===== src/rtl/muldiv_unit.sv =====
// Iterative RV32M multiply/divide unit: one shift-add or restoring
// shift-subtract step per cycle, fixed BITS+1 cycle latency.
module muldiv_unit #(
  parameter int BITS = 32
) (
  input  logic            clk,
  input  logic            rst,
  input  logic            start,
  input  logic [2:0]      op,
  input  logic [BITS-1:0] rs1,
  input  logic [BITS-1:0] rs2,
  input  logic            flush,
  output logic            busy,
  output logic            done,
  output logic [BITS-1:0] result
);

  localparam int CW = $clog2(BITS) + 1;
  localparam logic [CW-1:0] LAST = CW'(BITS - 1);

  typedef enum logic [1:0] {
    IDLE,
    CALC,
    DONE
  } state_t;

  state_t            r_state;
  state_t            w_state_n;
  logic [CW-1:0]     r_cnt;
  logic [2:0]        r_op;
  logic [BITS-1:0]   r_a;
  logic [BITS-1:0]   r_b;
  logic [BITS-1:0]   r_hi;
  logic [BITS-1:0]   r_lo;
  logic              r_neg_q;
  logic              r_neg_r;
  logic [BITS-1:0]   r_result;

  logic              w_accept;
  logic              w_step;
  logic              w_last;
  logic              w_s1;
  logic              w_s2;
  logic              w_n1;
  logic              w_n2;
  logic [BITS-1:0]   w_m1;
  logic [BITS-1:0]   w_m2;
  logic [BITS:0]     w_sum;
  logic [2*BITS-1:0] w_prod;
  logic [2*BITS-1:0] w_prod_s;
  logic [BITS:0]     w_rsh;
  logic [BITS:0]     w_diff;
  logic              w_qbit;
  logic [BITS-1:0]   w_rem_n;
  logic [BITS-1:0]   w_quo_n;
  logic [BITS-1:0]   w_quo_s;
  logic [BITS-1:0]   w_rem_s;
  logic [BITS-1:0]   w_final;

  assign busy   = (r_state == CALC);
  assign done   = (r_state == DONE);
  assign result = r_result;

  assign w_accept = start & ~flush & (r_state != CALC);
  assign w_step   = (r_state == CALC) & ~flush;
  assign w_last   = (r_cnt == LAST);

  // Operand signedness from funct3; magnitudes feed the datapath
  assign w_s1 = op[2] ? ~op[0] : (op[1:0] == 2'b01 || op[1:0] == 2'b10);
  assign w_s2 = op[2] ? ~op[0] : (op[1:0] == 2'b01);
  assign w_n1 = w_s1 & rs1[BITS-1];
  assign w_n2 = w_s2 & rs2[BITS-1];
  assign w_m1 = w_n1 ? -rs1 : rs1;
  assign w_m2 = w_n2 ? -rs2 : rs2;

  assign w_sum    = {1'b0, r_hi} + (r_lo[0] ? {1'b0, r_a} : '0);
  assign w_prod   = {w_sum, r_lo[BITS-1:1]};
  assign w_prod_s = r_neg_q ? -w_prod : w_prod;

  assign w_rsh   = {r_hi, r_lo[BITS-1]};
  assign w_diff  = w_rsh - {1'b0, r_b};
  assign w_qbit  = ~w_diff[BITS];
  assign w_rem_n = w_qbit ? w_diff[BITS-1:0] : w_rsh[BITS-1:0];
  assign w_quo_n = {r_lo[BITS-2:0], w_qbit};

  // Zero divisor forces all-ones quotient regardless of dividend sign
  assign w_quo_s = (r_b == '0) ? '1 :
                   (r_neg_q ? -w_quo_n : w_quo_n);
  assign w_rem_s = r_neg_r ? -w_rem_n : w_rem_n;

  always_comb begin
    w_final = '0;
    unique case (1'b1)
      (r_op == 3'b000):               w_final = w_prod_s[BITS-1:0];
      (~r_op[2] && r_op[1:0] != 2'b00): w_final = w_prod_s[2*BITS-1:BITS];
      (r_op[2] && ~r_op[1]):          w_final = w_quo_s;
      (r_op[2] && r_op[1]):           w_final = w_rem_s;
      default:                        w_final = '0;
    endcase
  end

  always_comb begin
    w_state_n = r_state;
    unique case (r_state)
      IDLE:    if (start) w_state_n = CALC;
      CALC:    if (w_last) w_state_n = DONE;
      DONE:    w_state_n = start ? CALC : IDLE;
      default: w_state_n = IDLE;
    endcase
    if (flush) w_state_n = IDLE;
  end

  always_ff @(posedge clk) begin
    if (rst) r_state <= IDLE;
    else     r_state <= w_state_n;
  end

  always_ff @(posedge clk) begin
    if (rst) begin
      r_cnt    <= '0;
      r_op     <= '0;
      r_a      <= '0;
      r_b      <= '0;
      r_hi     <= '0;
      r_lo     <= '0;
      r_neg_q  <= 1'b0;
      r_neg_r  <= 1'b0;
      r_result <= '0;
    end else if (w_accept) begin
      r_cnt   <= '0;
      r_op    <= op;
      r_a     <= w_m1;
      r_b     <= w_m2;
      r_hi    <= '0;
      r_lo    <= op[2] ? w_m1 : w_m2;
      r_neg_q <= w_n1 ^ w_n2;
      r_neg_r <= w_n1;
    end else if (w_step) begin
      r_cnt <= r_cnt + CW'(1);
      if (r_op[2]) begin
        r_hi <= w_rem_n;
        r_lo <= w_quo_n;
      end else begin
        r_hi <= w_sum[BITS:1];
        r_lo <= {w_sum[0], r_lo[BITS-1:1]};
      end
      if (w_last) r_result <= w_final;
    end
  end

endmodule


===== config.mk =====
export PLATFORM = sky130hd
export DESIGN_NAME = muldiv_unit
export DESIGN_NICKNAME = d
export VERILOG_FILES = /design/src/rtl/muldiv_unit.sv
export SDC_FILE = /design/constraint.sdc
export NUM_CORES = 1
export LEC_CHECK = 0
export ABC_AREA = 1
export BUFFER_PORTS_ARGS = -buffer_cell sky130_fd_sc_hd__buf_2
export CORE_MARGIN = 1.5
export CORE_UTILIZATION = 30
export CTS_BUF_LIST = sky130_fd_sc_hd__clkbuf_8 sky130_fd_sc_hd__clkbuf_16
export DETAILED_ROUTE_END_ITERATION = 8
export GPL_TIMING_DRIVEN = 0
export HOLD_SLACK_MARGIN = 0.02
export PLACE_DENSITY = 0.52
export REMOVE_ABC_BUFFERS = 1
export SYNTH_ARGS = -nofsm -noshare
export SYNTH_HDL_FRONTEND = slang
export SYNTH_SLANG_ARGS = --single-unit

===== constraint.sdc =====
create_clock -name clk -period 9.3 [get_ports clk]
set_clock_uncertainty 0.1 [all_clocks]
set_input_delay 1.395 -clock clk [delete_from_list [all_inputs] [get_ports clk]]
set_output_delay 1.395 -clock clk [all_outputs]
set_load 0.005 [all_outputs]

==> impl_metrics.toml, run 1 <==
[global_routing]
top_usage_layer = "met2"
grt_util_met3_pct = 3.19
grt_usage_pct = 25.9
overflow = 0
antenna_found_initial = 1
grt_pass1_wl_mm = 122
grt_pass1_vias = 19555
grt_use_met1_pct = 34.9
grt_max_degree = 86
met2_usage_pct = 40.9

[critical_path]
worstPathArrival_ns = 6.64
cp_slowest_stage_delay_ns = 0.75
path_cells = "inv_1, ha_1, fa_1, inv_1, nand2_1, nand2_1, nand3_1, nand2_2, nand2_4, nand2_4, nand2_4, nand3_2, nand2_2, ha_1, nor2_1, inv_1, nand2_1, o21ai_0, a211oi_1, o21ai_0, inv_1, a21oi_1"
cp_top_family = "simple AND/OR/NAND/NOR gates"
path_class = "reg -> reg"
cp-start-kind = "flip-flop"
required_ns = 9.59
cp_common_cell = "inv_1"
end_kind = "flip-flop"
critPathMaxFanout = 29
path_buf_inv = 4
crit_path_top_delay_cell = "nor2_1"

[die]
coreArea_mm2 = 0.0606
ios = 105
initial_core_util_pct = 30.5
die_w_um = 251
row_count = 90
fp.dieH_um = 251
dieArea_mm2 = 0.0631

[cts]
cts_setup_buffers = 0
clock-sinks = 173
clk_latency_ns = 0.51
cts_resized = 0
cts_max_level = 4
cts_buffer_depth = 2
numCtsBuffers = 17
cts-root-buf = "clkbuf_16"
clk_pin_slew_ns = 0.08
cts_hold_buffers = 0
cts_tree = "built"

[timing]
fin_crit_sh_pct = 68.3
rsz0062_at_grt = "no"
fmaxAchievable_ghz = 0.157
layout_setup_ws_ns = 2.95
drv_slew = 0
hold_viol = 0
relSlewSlack_pct = 10.6
tightest_slew_ns = 1.34
fin_crit_ns = 6.35
setup_viol_count_final = 0

[synth]
synth-async-reset-ratio_pct = 0
netlist-cell-type-count = 56
avgSynthCellArea_um2 = 5.63
synth_seq_cells = 173
synth_top_cell_by_area = "nand2_1"
synth_area_leaders = "nand2_1 (19%), dfxtp_1 (19%), inv_1 (9.6%), nor2_1 (6.8%), nand3_1 (6.4%)"
synth-edff-count = 0
ys_warn_count = 0
synth_ff_type = "dfxtp_1"
synth_seq_area_share_pct = 18.8
syn_inst = 3280
synth_top_area_share_pct = 19.4
synthesis.area_mm2 = 0.0185

[min_path]
hp-class = "reg -> reg"

[placement]
place_ws_ns = 3.21
hpwl_mm = 67.2
gp_congestion = 0.969
io_buffer_count = 104

[routing]
drcViolationCount = 0
ant_nets = 0
wirelength_mm = 82.7
vias = 21521
viasPerCell = 5.26
drt_iter0_markers = 2241
wl_per_cell_um = 20.2
dr.pass1.iters = 5

[run]
drv_cap = 0

[layout]
utilization_pct = 33.6
num_antenna_cells = 0
nFillCells = 6962
layout-drive-gt1-share_pct = 7.22
final_cell_mix = "nand2_1 (951), inv_1 (471), nor2_1 (329), nand3_1 (234), o21ai_0 (209)"
multi_input_area_mm2 = 0.0127
final_common_cell = "nand2_1"
seqCellArea_mm2 = 0.00347
final_nets = 3441
area_growth_pct = 10.2

[power]
peakVddDrop_mv = 0.216
p_leak_nw = 10.3
power_density_mw_per_mm2 = 132

[outcome]
outcome = "finished, final reports clean"
==> cell families (layout without fill, tap and decap cells) <==
kind of cell / Yosys count / after routing / synth area share, %
flip-flops: 173 / 173 / 18.8
AND/OR/NAND/NOR: 1753 / 1753 / 40.7
adder cells (fa/ha/maj): 73 / 73 / 5.03
XOR/XNOR: 94 / 94 / 4.46
AO/OA/AOI/OAI: 586 / 586 / 18.6
buffers and inverters: 601 / 631 / 12.5
==> stage by stage <==
step / hold WS [ns] / power [mW] / cell area, um^2 / cells / TNS (ns)
3_3_place_gp: 0.339 / 1.90 / 19500 / 4050 / -49.51
5_1_grt: 0.386 / 2.84 / 20300 / 4092 / 0
4_1_cts: 0.364 / 2.68 / 20300 / 4089 / 0
6_report: 0.362 / 2.70 / 20300 / 4092 / 0
3_5_place_dp: 0.345 / 1.91 / 19700 / 4057 / 0
2_1_floorplan: 0.328 / 1.55 / 18000 / 3164 / 0
==> registers in the layout (all words and copies together) (netlist names) <==
| name | flops |
|---|---|
| r_a | 32 |
| r_b | 32 |
| r_hi | 32 |
| r_lo | 32 |
| result | 32 |
| r_cnt | 6 |
| r_op | 3 |
| r_state | 2 |
| r_neg_q | 1 |
| r_neg_r | 1 |
==> worst register-to-register path, cell delays in order, from the launching register on <==
cell	delay [ns]
dfxtp_1	0.67
inv_1	0.28
ha_1	0.29
fa_1	0.43
inv_1	0.12
nand2_1	0.05
nand2_1	0.07
nand3_1	0.09
nand2_2	0.17
nand2_4	0.08
nand2_4	0.09
nand2_4	0.09
nand3_2	0.16
nand2_2	0.42
ha_1	0.40
nor2_1	0.75
inv_1	0.50
nand2_1	0.20
o21ai_0	0.10
a211oi_1	0.69
o21ai_0	0.32
inv_1	0.12
a21oi_1	0.07
==> power breakdown <==
| part | switching [mW] | leakage, nW | total [mW] | internal (mW) |
|---|---|---|---|---|
| logic | 0.777 | 8.57 | 1.09 | 0.315 |
| registers | 0.0538 | 1.41 | 0.826 | 0.772 |
| clock network | 0.387 | 0.290 | 0.778 | 0.391 |
==> worst paths after layout <==
kind / startpoint / endpoint / slack, ns / cells after the start
worst max-delay path: r_lo[31]$_SDFFE_PP0P_ / result[22]$_SDFFE_PP0P_ / 2.95 / 22
worst min register to register: r_a[16]$_SDFFE_PP0P_ / r_a[16]$_SDFFE_PP0P_ / 0.36 / 2
worst max register to register: r_lo[31]$_SDFFE_PP0P_ / result[22]$_SDFFE_PP0P_ / 2.95 / 22
worst min-delay path: r_a[16]$_SDFFE_PP0P_ / r_a[16]$_SDFFE_PP0P_ / 0.36 / 2
==> synthesized netlist by cell type, types with 25 or more instances <==
| cell type | instances |
|---|---|
| a21oi_1 | 197 |
| clkbuf_1 | 86 |
| dfxtp_1 | 173 |
| ha_1 | 71 |
| inv_1 | 474 |
| nand2_1 | 953 |
| nand2_2 | 26 |
| nand3_1 | 235 |
| nand3b_1 | 25 |
| nand4_1 | 57 |
| nor2_1 | 333 |
| nor3_1 | 64 |
| o211ai_1 | 53 |
| o21ai_0 | 209 |
| o221ai_1 | 33 |
| xnor2_1 | 34 |
| xor2_1 | 60 |
==> layout make-up <==
type	instances	share of cell area, %
Clock buffer	18	2.16
Tap cell	782	4.81
Sequential cell	173	17.1
Multi-Input combinational cell	2506	62.7
Timing Repair Buffer	114	3.51
Clock inverter	14	0.836
Inverter	485	8.97
==> per-layer routing <==
| metal | part of all wire, % | vias up |
|---|---|---|
| li1 | - | 10710 |
| met1 | 45 | 9832 |
| met2 | 44 | 828 |
| met3 | 6.1 | 151 |
| met4 | 4.8 | 0 |
| met5 | 0 | - |
(Power assumes the default switching activity.)
==> run 2: changes to the inputs <==
Settings changed: PLACE_DENSITY 0.52 to 0.54.
Clock period 9.3 ns to 5.15 ns, I/O delays scaled along.
==> run 2 against run 1 <==
Design area increased by 0.21%. Wire length decreased by 0.63%. Largest cell class unchanged. Global-route usage decreased by 0.15 points. Non-clock buffer count unchanged.
==> impl_metrics.toml, run 2 (synthesized netlist as in run 1, its figures left out) <==
[outcome]
outcome = "finished, final reports clean"

[run]
drv_cap = 0

[critical_path]
cp_slowest_stage_delay_ns = 0.49
crit_end = "result[22]$_SDFFE_PP0P_"
worstPathArrival_ns = 5.18
end_kind = "flip-flop"
cp_top_family = "simple AND/OR/NAND/NOR gates"
path_buf_inv = 5
critPathMaxFanout = 29
required_ns = 5.43
rr_endpoint = "result[22]$_SDFFE_PP0P_"
r2r_slack_ns = 0.25
startpoint = "r_lo[31]$_SDFFE_PP0P_"
path_class = "reg -> reg"
crit_path_top_delay_cell = "dfxtp_2"
reg2reg_from = "r_lo[31]$_SDFFE_PP0P_"
rr_worst_depth = 23
worstSetupPathDepth = 23
cp_common_cell = "nand2_4"
cp-start-kind = "flip-flop"
path_cells = "inv_1, ha_1, fa_1, inv_1, nand2_1, nand2_1, nand3_1, nand2_2, nand2_4, nand2_4, nand2_4, nand3_2, nand2_4, ha_1, nor2_4, clkinvlp_4, buf_4, nand2_1, o21ai_0, a211oi_2, o21ai_0, inv_1, a21oi_1"

[placement]
gp_congestion = 0.989
place_ws_ns = -0.935
hpwl_mm = 66.6
io_buffer_count = 104
dp.cells = 4057

[power]
peakVddDrop_mv = 0.247
power_density_mw_per_mm2 = 238
p_leak_nw = 10.3

[routing]
viasPerCell = 5.27
vias = 21579
dr.pass1.iters = 6
ant_nets = 0
drt_iter0_markers = 2236
drcViolationCount = 0
wirelength_mm = 82.2
wl_per_cell_um = 20.1

[global_routing]
grt_pass1_wl_mm = 121
grt_pass1_vias = 19250
antenna_found_initial = 2
grt_max_degree = 86
grt_usage_pct = 25.8
overflow = 0

[layout]
layout-drive-gt1-share_pct = 7.37
area_growth_pct = 10.4
final_nets = 3441
final_common_cell = "nand2_1"
final_cells = 4093
nFillCells = 7051
final_cell_mix = "nand2_1 (951), inv_1 (471), nor2_1 (328), nand3_1 (234), o21ai_0 (209)"

[die]
dieArea_mm2 = 0.0631
ios = 105
initial_core_util_pct = 30.5
die_w_um = 251
coreArea_mm2 = 0.0606
fp.dieH_um = 251
row_count = 90

[timing]
relSlewSlack_pct = 6.32
setup_viol_count_final = 0
hold_viol = 0
rsz0062_at_grt = "no"
tightest_slew_ns = 1.40
fmaxAchievable_ghz = 0.204
drv_slew = 0
fin_crit_sh_pct = 95.2
fin_crit_ns = 4.90
layout_setup_ws_ns = 0.248

[cts]
numCtsBuffers = 17
cts-root-buf = "clkbuf_16"
cts_tree = "built"
clk_pin_slew_ns = 0.08
clk_latency_ns = 0.49
cts_buffer_depth = 2
cts_hold_buffers = 0
cts_max_level = 4
clock-sinks = 173

[min_path]
hp-class = "reg -> reg"
-- run 2: changes by cell type in the layout (fill, tap and decap cells not counted), moves of 2 or more --
| cell | before | now |
|---|---|---|
| inv_6 | 0 | 3 |
| dfxtp_2 | 2 | 4 |
| buf_4 | 0 | 2 |
| inv_8 | 6 | 2 |
| dfxtp_1 | 170 | 168 |
-- run 2: per-stage QoR --
stage                     util [%]  total power [mW]  hold WS [ns]  TNS, ns  instance area [um^2]
after floorplan                  -              2.80         0.328    -2.18                 18000
after global placement        32.2              3.41         0.339  -485.49                 19500
after detailed placement      32.5              3.42         0.345    -5.32                 19700
after CTS                     33.6              4.84         0.364        0                 20300
after global routing          33.7              5.14         0.382        0                 20400
final                         33.7              4.86         0.364        0                 20400
-- run 2: where the power goes --
group	switching [mW]	internal [mW]	leakage [nW]	total (mW)
Sequential	0.0978	1.39	1.41	1.49
Clock	0.658	0.761	0.307	1.42
Combinational	1.38	0.569	8.57	1.95
Total	2.14	2.73	10.3	4.86
-- run 2: how the worst min path moves through the flow --
stage / cells past startpoint / endpoint / startpoint
global placement: 2 / r_a[2]$_SDFFE_PP0P_ / r_a[2]$_SDFFE_PP0P_
floorplan: 2 / r_a[0]$_SDFFE_PP0P_ / r_a[0]$_SDFFE_PP0P_
detailed placement: 2 / r_a[24]$_SDFFE_PP0P_ / r_a[24]$_SDFFE_PP0P_
global route: 2 / r_a[18]$_SDFFE_PP0P_ / r_a[18]$_SDFFE_PP0P_
CTS: 2 / r_a[24]$_SDFFE_PP0P_ / r_a[24]$_SDFFE_PP0P_
finish: 2 / r_a[24]$_SDFFE_PP0P_ / r_a[24]$_SDFFE_PP0P_
-- run 2: cell type report --
| cell class | count | area [um^2] | area share, % |
|---|---|---|---|
| Multi-Input combinational cell | 2506 | 12800 | 62.7 |
| Sequential cell | 173 | 3470 | 17.0 |
| Inverter | 485 | 1830 | 8.97 |
| Tap cell | 782 | 978 | 4.80 |
| Timing Repair Buffer | 114 | 704 | 3.46 |
| Clock buffer | 18 | 450 | 2.21 |
| Clock inverter | 14 | 179 | 0.878 |
| Antenna cell | 1 | 2.50 | 0.0123 |
-- run 2: what timing repair did --
| item | 4_1_cts | 5_1_grt |
|---|---|---|
| setup endpoints to repair | 11 | 16 |
| gates resized for setup | 6 | 3 |
| hold endpoints to repair | 0 | 0 |
| buffers inserted | 0 | 2 |
-- run 2: worst reg2reg max path, cell delays in order, from the launching register on --
cell and delay [ns]:
dfxtp_2 0.49, inv_1 0.21, ha_1 0.26, fa_1 0.43
inv_1 0.12, nand2_1 0.06, nand2_1 0.07, nand3_1 0.08
nand2_2 0.16, nand2_4 0.08, nand2_4 0.08, nand2_4 0.08
nand3_2 0.16, nand2_4 0.26, ha_1 0.34, nor2_4 0.37
clkinvlp_4 0.15, buf_4 0.19, nand2_1 0.09, o21ai_0 0.09
a211oi_2 0.47, o21ai_0 0.28, inv_1 0.10, a21oi_1 0.06
-- run 2: layer usage --
metal,vias to the layer above,routed length (um),track usage [%]
li1,10716,-,-
met5,-,19,0
met4,2,3570,10.3
met1,9888,36700,34.8
met2,827,36500,41.3
met3,146,5420,3.33
